==> src/rtl/fifo_drain_pkg.sv <==
// rtl/fifo_drain_pkg.sv - shared constants and types for the FIFO read-side drain
// Holds the default data width, the output buffer depth and the buffer count/pointer types.
package fifo_drain_pkg;

  localparam int DW_DEFAULT = 8;
  localparam int BUF_DEPTH  = 2;

  // Occupancy of the 2-entry output buffer, 0..2.
  typedef logic [1:0] buf_cnt_t;
  // Head/tail index into the 2-entry output buffer.
  typedef logic       buf_ptr_t;

endpackage

==> src/rtl/fifo_drain_buf.sv <==
// rtl/fifo_drain_buf.sv - 2-entry ring buffer behind the FIFO read port
// Ports:
//   clk, rst_n  clock, asynchronous active-low reset (pointers and count only)
//   wr, wr_data capture one entry at tail
//   rd          release the entry at head
//   rd_data     entry at head
//   count       current occupancy, 0..2
module fifo_drain_buf
  import fifo_drain_pkg::*;
#(
  parameter int DW = DW_DEFAULT
) (
  input  logic          clk,
  input  logic          rst_n,
  input  logic          wr,
  input  logic [DW-1:0] wr_data,
  input  logic          rd,
  output logic [DW-1:0] rd_data,
  output buf_cnt_t      count
);

  logic [DW-1:0] mem [BUF_DEPTH];
  buf_ptr_t      head;
  buf_ptr_t      tail;

  always_ff @(posedge clk or negedge rst_n) begin
    if (!rst_n) begin
      head  <= 1'b0;
      tail  <= 1'b0;
      count <= 2'd0;
    end else begin
      if (wr) tail <= ~tail;
      if (rd) head <= ~head;
      // Simultaneous write and read leave the occupancy unchanged.
      count <= count + buf_cnt_t'(wr) - buf_cnt_t'(rd);
    end
  end

  // Storage is deliberately left out of reset; count gates its visibility.
  always_ff @(posedge clk) begin
    if (wr) mem[tail] <= wr_data;
  end

  assign rd_data = mem[head];

endmodule

==> src/rtl/fifo_drain.sv <==
// rtl/fifo_drain.sv - converts the FIFO read port into a valid/ready byte stream
// Ports:
//   clk, rst_n   clock, asynchronous active-low reset
//   en           drain enable; gates new pops only
//   fifo_empty   FIFO empty flag
//   fifo_rd_en   FIFO read request (combinational)
//   fifo_data    FIFO registered read data, valid the cycle after a pop
//   m_valid, m_ready, m_data  output stream handshake and byte
//   idle         nothing buffered and nothing in flight
//   delivered    wrapping count of bytes accepted downstream
// Optional: define FIFO_DRAIN_ASSERT_EN to compile in clocked immediate assertions.
module fifo_drain
  import fifo_drain_pkg::*;
#(
  parameter int DW    = DW_DEFAULT,
  parameter int CNT_W = 16
) (
  input  logic             clk,
  input  logic             rst_n,
  input  logic             en,
  input  logic             fifo_empty,
  output logic             fifo_rd_en,
  input  logic [DW-1:0]    fifo_data,
  output logic             m_valid,
  input  logic             m_ready,
  output logic [DW-1:0]    m_data,
  output logic             idle,
  output logic [CNT_W-1:0] delivered
);

  logic     inflight;
  logic     pop;
  logic     deq;
  buf_cnt_t count;
  logic [2:0] occ_next;

  assign m_valid = (count != 2'd0);
  assign deq     = m_valid && m_ready;

  // Occupancy the buffer will hold after this edge, counting the byte already
  // in flight. Issuing only while it stays <= 1 leaves room for the new pop,
  // so the buffer can never overflow. The m_ready term keeps 1 byte/cycle.
  assign occ_next   = {1'b0, count} + {2'b00, inflight} - {2'b00, deq};
  assign fifo_rd_en = en && !fifo_empty && (occ_next <= 3'd1);
  assign pop        = fifo_rd_en && !fifo_empty;

  assign idle = (count == 2'd0) && !inflight;

  always_ff @(posedge clk or negedge rst_n) begin
    if (!rst_n) begin
      inflight  <= 1'b0;
      delivered <= '0;
    end else begin
      inflight <= pop;
      if (deq) delivered <= delivered + CNT_W'(1);
    end
  end

  // The FIFO presents the popped byte one cycle later; capture it then.
  fifo_drain_buf #(
    .DW(DW)
  ) u_buf (
    .clk     (clk),
    .rst_n   (rst_n),
    .wr      (inflight),
    .wr_data (fifo_data),
    .rd      (deq),
    .rd_data (m_data),
    .count   (count)
  );

`ifdef FIFO_DRAIN_ASSERT_EN
  logic          stall_q;
  logic [DW-1:0] data_q;

  always_ff @(posedge clk or negedge rst_n) begin
    if (!rst_n) begin
      stall_q <= 1'b0;
      data_q  <= '0;
    end else begin
      stall_q <= m_valid && !m_ready;
      data_q  <= m_data;
    end
  end

  always_ff @(posedge clk) begin
    if (rst_n) begin
      assert ((3'(count) + 3'(inflight)) <= 3'd2);
      assert (!(fifo_rd_en && fifo_empty));
      assert (m_valid == (count != 2'd0));
      if (stall_q) begin
        assert (m_valid && (m_data == data_q));
      end
    end
  end
`else
  // Assertions compiled out; functional logic above is unchanged.
`endif

endmodule
==> config.mk <==
export PLATFORM = sky130hd
export DESIGN_NAME = fifo_drain
export DESIGN_NICKNAME = d
export VERILOG_FILES = /design/src/rtl/fifo_drain_pkg.sv /design/src/rtl/fifo_drain_buf.sv /design/src/rtl/fifo_drain.sv
export SDC_FILE = /design/constraint.sdc
export NUM_CORES = 1
export LEC_CHECK = 0
export CORE_UTILIZATION = 29
export CTS_BUF_LIST = sky130_fd_sc_hd__clkbuf_8
export DETAILED_ROUTE_END_ITERATION = 10
export PLACE_DENSITY_LB_ADDON = 0.12
export SETUP_SLACK_MARGIN = 0.05
export SLEW_MARGIN = 25
export SYNTH_ARGS = -nofsm -noshare
export SYNTH_HDL_FRONTEND = slang
export SYNTH_SLANG_ARGS = --single-unit
==> constraint.sdc <==
create_clock -name clk -period 2.4 [get_ports clk]
set_input_delay 0.48 -clock clk [delete_from_list [all_inputs] [get_ports clk]]
set_output_delay 0.48 -clock clk [all_outputs]
set_load 0.1 [all_outputs]
==> results of run 1 <==
==> worst reg2reg max path: stages, from the launching register on <==
cell	delay, ns
dfrtp_1	0.41
o21ai_4	0.16
inv_2	0.07
ha_4	0.26
inv_2	0.04
ha_4	0.14
fa_2	0.45
buf_4	0.16
nor4b_1	0.27
==> metal layers <==
layer,routed length (um),share of wire
met3,160,0.052
met5,0,0
met1,1350,0.44
met2,1490,0.49
met4,58,0.019
==> placed cells by master, fill, tap and decap left out, types with 5 or more instances in the layout <==
master | Yosys | layout
buf_4 | 0 | 26
dfrtp_1 | 21 | 21
edfxtp_1 | 16 | 16
xnor2_1 | 13 | 12
clkdlybuf4s50_1 | 0 | 11
buf_12 | 0 | 10
nand2_1 | 9 | 9
mux2_2 | 8 | 8
xor2_1 | 5 | 5
clkbuf_8 | 0 | 5
==> state kept, by name, summed over array words and instances (netlist names) <==
register     count
u_buf.head       1
delivered       16
u_buf.mem       16
inflight         1
u_buf.tail       1
u_buf.count      2
==> repair_timing <==
item	4_1_cts	5_1_grt
gates resized for setup	6	1
endpoints found under the setup margin	1	1
cloned	0	0
pin swaps	4	5
setup buffers	2	2
==> power by group <==
part	internal [uW]	switching [uW]	total, uW
logic	622	1190	1810
registers	788	147	935
clock network	195	217	412
==> area by class of cell <==
| class | count | area [um2] |
|---|---|---|
| Tap cell | 70 | 87.6 |
| Timing Repair Buffer | 48 | 514 |
| Clock inverter | 3 | 12.5 |
| Inverter | 6 | 22.5 |
| Fill cell | 502 | 2840 |
| Sequential cell | 37 | 1010 |
| Multi-Input combinational cell | 62 | 586 |
| Clock buffer | 5 | 68.8 |
==> worst max-delay path by stage <==
stage / start / cells past startpoint / slack (ns) / end
2_1_floorplan: u_buf.count[0] / 7 / -0.95 / fifo_rd_en
3_3_place_gp: m_ready / 9 / -0.66 / fifo_rd_en
3_5_place_dp: m_ready / 9 / -0.70 / fifo_rd_en
4_1_cts: u_buf.count[1] / 8 / -0.51 / fifo_rd_en
5_1_grt: u_buf.count[0] / 9 / -0.55 / fifo_rd_en
6_report: u_buf.count[0] / 9 / -0.46 / fifo_rd_en
==> stage by stage <==
stage	cell area, um2	hold slack, ns
2_1_floorplan	1580	0.184
3_3_place_gp	2150	0.467
3_5_place_dp	2150	0.469
4_1_cts	2270	0.479
5_1_grt	2300	0.517
6_report	2300	0.482
==> kinds of logic after synthesis <==
logic type / synth area share
buffers and inverters: 0.0168
adders and majority gates: 0.0368
muxes: 0.0576
and+or+nand+nor: 0.135
xor gates and xnor gates: 0.101
AOI/OAI and AO/OA: 0.0104
DFF: 0.643
==> impl_metrics.toml, run 1 <==
[run_status]
violations = "setup timing"
status = "finished, violations left"

[synthesis]
synth-main-ff-cell = "dfrtp_1"
syn-cell-area_um2 = 1570
yosysMostFrequentCell = "dfrtp_1"
avgSynthCellArea_um2 = 14.8
syn_inst = 106
ys_types = 23
synth_edf_count = 16
synth_common_cells = "21 x dfrtp_1, 16 x edfxtp_1, 13 x xnor2_1"
ys_warn_count = 0
async_flop_share = 0.568
synth_fp_nets = 123
yosysTopAreaCell = "dfrtp_1"
synth_top_area_frac = 0.336
synth_area_leaders = "dfrtp_1 34%, edfxtp_1 31%, xnor2_1 7.3%"
synth_seq_cells = 37
yosysSeqAreaShare = 0.643

[clocking]
clock-sinks = 37
cts_tree = "built"
hold_buffers = 0
cts_htree_levels = 2
cts_buffer_depth = 2
clock_latency_ns = 0.29
clk_pin_slew_worst_paths_ns = 0.07
cts_root_buffer = "clkbuf_8"
cts_made_buffers = 5

[sta]
slew_headroom = 0.483
drv_slew = 0
finalSetupViolations = 1
fin_setup_tns_ns = -0.458
clock.fmax_mhz = 350
fin_crit_sh = 1.19
rsz0062_at_grt = "yes"
hold_viol_final = 0
fin_crit_ns = 2.86
final.setup.worst_slack_ns = -0.458
clock_skew_ns = 0.00909
worst_pin_slew_ns = 0.774

[global_route]
grt_max_degree = 22
gr-usage-met1 = 0.142
busiest_layer = "met2"
antenna_found_initial = 0
use_met2 = 0.191
grt_pass1_wl_mm = 4.77
grt.overflow.total = 0
grt_usage = 0.120
grtUsageMet3 = 0.0463
grt_pass1_vias = 972

[finish]
post-route-util = 0.447
antenna_cells = 0
drive_gt1_frac = 0.391
instances_no_fill = 231
area_delta_synth_final_pct = 46.8
nets = 177

[setup_path]
crit_family = "adder cells"
path_buf_inv = 3
cp.required_ns = 1.92
worstPathArrival_ns = 2.38
r2r_cells = 8
r2r-start = "u_buf.count[0]"
critPathKind = "reg2out"
critPathMaxFanout = 2
cpMaxStageDelayCell = "dfrtp_1"
cp-start-kind = "flip-flop"
crit_chain = "o21ai_4, inv_2, ha_4, inv_2, ha_4, fa_2, xnor2_2, nor4b_4, buf_12"
end_kind = "output pin"
r2r_slack_ns = 0.35
worst_r2r_endpoint = "inflight"
slowest_delay_ns = 0.41

[floorplanning]
dieArea_um2 = 5690
io_pins = 40
initial_core_util = 0.305
core_area_um2 = 5140
die_w_um = 75.5
die_y_um = 75.5
rows = 26

[drt]
ant_nets = 0
drt_iter0_drc = 53
vias_per_cell = 4.26
dr_total_vias = 985
wl_per_cell_um = 13.2
drtPass1Iterations = 2
totalWireLength_mm = 3.06
route.detailed.drc = 0

[power_and_ir_drop]
peakVddDrop_mv = 1.24
finalPower_uw = 3160
p_per_area_nw_per_um2 = 1370
p_leak_uw = 0.000991

[hold_path]
hold_path_depth = 1
hold_class = "reg2reg"
worstHoldStart = "delivered[15]"
holdPathEnd = "delivered[15]"

[placement]
dp_slack_ns = -0.704
dp.cells = 219
port_buffers = 39
routabilityCongestion = 0.697
hpwl_mm = 2.07

[flow_run]
drv_cap = 0
(Power assumes the default switching activity.)
==> inputs of run 2 (changes only) <==
Settings changed: HOLD_SLACK_MARGIN from default to 0.03.
Clock period 2.4 ns to 2.85 ns, I/O delays scaled along.
==> run 2 against run 1 <==
Effect of this change:
- the flow still finishes with violations (setup timing)
- power down 22%
- first-iteration DRC count down 58%
- clock-buffer cell count unchanged
- via count down 2.9%
- clock power down 19%
- combinational power down 27%
- final cell count down 0.87%
- worst setup slack better by 0.39 ns
- critical path depth unchanged
- hold slack worse by 0.0047 ns
- register-to-register slack better by 0.51 ns
- clock skew down 0.0031 ns
- largest power group unchanged
==> impl_metrics.toml, run 2 (same netlist as run 1, synthesis figures left out) <==
[setup_path]
r2r-start = "u_buf.count[0]"
cpMaxStageDelayCell = "dfrtp_1"
crit_chain = "o21ai_4, inv_2, ha_4, inv_2, ha_4, fa_2, xnor2_2, nor4b_4, buf_12"
path_buf_inv = 3
cp-start-kind = "flip-flop"
worstPathArrival_ns = 2.35
end_kind = "output pin"
critPathMaxFanout = 2
crit_start = "u_buf.count[0]"
worst_r2r_endpoint = "inflight"
slowest_delay_ns = 0.41
path_depth = 9
cp.required_ns = 2.28
r2r_slack_ns = 0.86
crit_family = "adder cells"
critPathKind = "reg2out"
r2r_cells = 8
crit_end = "fifo_rd_en"

[floorplanning]
core_area_um2 = 5140
die_w_um = 75.5
initial_core_util = 0.305
dieArea_um2 = 5690
die_y_um = 75.5
io_pins = 40
rows = 26

[run_status]
status = "finished, violations left"
violations = "setup timing"

[sta]
final.setup.worst_slack_ns = -0.0696
whs_ns = 0.477
fin_crit_ns = 2.92
rsz0062_at_grt = "yes"
worst_pin_slew_ns = 0.767
clock.fmax_mhz = 343
clock_skew_ns = 0.00604
slew_headroom = 0.488
finalSetupViolations = 1
hold_viol_final = 0
drv_slew = 0
fin_crit_sh = 1.02

[drt]
dr_total_vias = 956
vias_per_cell = 4.17
wl_per_cell_um = 12.7
totalWireLength_mm = 2.91
drt_iter0_drc = 22
drtPass1Iterations = 4
ant_nets = 0
route.detailed.drc = 0

[clocking]
cts_root_buffer = "clkbuf_8"
clock_latency_ns = 0.28
clk_pin_slew_worst_paths_ns = 0.07
cts_buffer_depth = 2
cts_htree_levels = 2
clock-sinks = 37
cts_tree = "built"
cts_made_buffers = 5

[power_and_ir_drop]
power.internal_uw = 1200
p_leak_uw = 0.000944
clock_power_share = 0.136
p_seq_frac = 0.321
comb_power_share = 0.543
peakVddDrop_mv = 0.654
p_sw_frac = 0.510
p_sw_uw = 1250
p_per_area_nw_per_um2 = 1130

[global_route]
grt_max_degree = 22
grt_pass1_vias = 981
grt.overflow.total = 0
antenna_found_initial = 0
grt_pass1_wl_mm = 4.68
grt_usage = 0.118

[flow_run]
drv_cap = 0

[placement]
routabilityCongestion = 0.712
hpwl_mm = 2.03
place_area_um2 = 2020
port_buffers = 39

[finish]
mostFrequentLayoutCell = "buf_4"
antenna_cells = 0
fin_area_um2 = 2170
drive_gt1_frac = 0.384
top_regs = "delivered x16, u_buf.mem x16, u_buf.count x2"
final_cell_mix = "33 x buf_4, 20 x dfrtp_1, 16 x edfxtp_1"
area_delta_synth_final_pct = 38.7
nets = 175

[hold_path]
worstHoldStart = "delivered[15]"
hold_class = "reg2reg"
## run 2: cell types whose count changed in the layout (fill, tap and decap cells not counted), sizes merged
cell           before  now
buf                36   34
clkinv              3    1
inv                 6    8
clkdlybuf4s15       0    1
dlygate4sd2         1    0
## run 2: layer usage
layer  share of wire  vias to the layer above  global-route usage  wire (um)
met4           0.021                        0              0.0617         60
met1            0.42                      454               0.138       1230
met5               0                        -                   0          0
li1                -                      471                   -          -
met3           0.060                        6              0.0463        173
met2            0.50                       25               0.188       1440
## run 2: worst reg2reg max path, cell delays in order (launching register included)
cell and delay [ns]:
dfrtp_1 0.41, o21ai_4 0.16, inv_2 0.07, ha_4 0.25
inv_2 0.03, ha_4 0.14, fa_2 0.35, xnor2_2 0.17
nor4b_1 0.29
## run 2: through the flow
| step | worst slack, ns | total power (uW) | std cells | TNS, ns | utilization |
|---|---|---|---|---|---|
| 6_report | -0.0696 | 2460 | 229 | -0.0696 | 0.422 |
| 4_1_cts | -0.202 | 2490 | 227 | -0.202 | 0.419 |
| 3_3_place_gp | -0.385 | 2040 | 217 | -0.385 | 0.394 |
| 5_1_grt | -0.172 | 2580 | 229 | -0.172 | 0.422 |
| 3_5_place_dp | -0.403 | 2060 | 217 | -0.403 | 0.394 |
| 2_1_floorplan | -0.590 | 1790 | 106 | -0.590 | - |
## run 2: how the worst min path moves through the flow
stage | to | cells past startpoint
4_1_cts | delivered[15] | 1
6_report | delivered[15] | 1
2_1_floorplan | delivered[0] | 0
3_3_place_gp | delivered[15] | 1
5_1_grt | u_buf.tail | 1
3_5_place_dp | delivered[15] | 1
## run 2: cell type report
class / instances / area, um2
tap: 70 / 87.6
clock inverter: 3 / 11.3
inverter: 6 / 22.5
fill: 503 / 2970
timing repair buffer: 46 / 388
clock buffer: 5 / 68.8
sequential: 37 / 1010
multi-input combinational: 62 / 586
## run 2: repair_timing
item | 4_1_cts | 5_1_grt
gates resized for setup | 9 | 0
pin swaps | 5 | 5
hold buffers | 0 | 0
setup endpoints to repair | 1 | 1
setup buffers | 2 | 2
## run 2: power by group through the flow
| stage | Clock [uW] | Combinational (uW) | Sequential [uW] |
|---|---|---|---|
| 2_1_floorplan | 0 | 748 | 1040 |
| 3_3_place_gp | 0 | 1240 | 796 |
| 3_5_place_dp | 0 | 1260 | 804 |
| 4_1_cts | 352 | 1340 | 792 |
| 5_1_grt | 372 | 1400 | 806 |
| 6_report | 335 | 1330 | 789 |
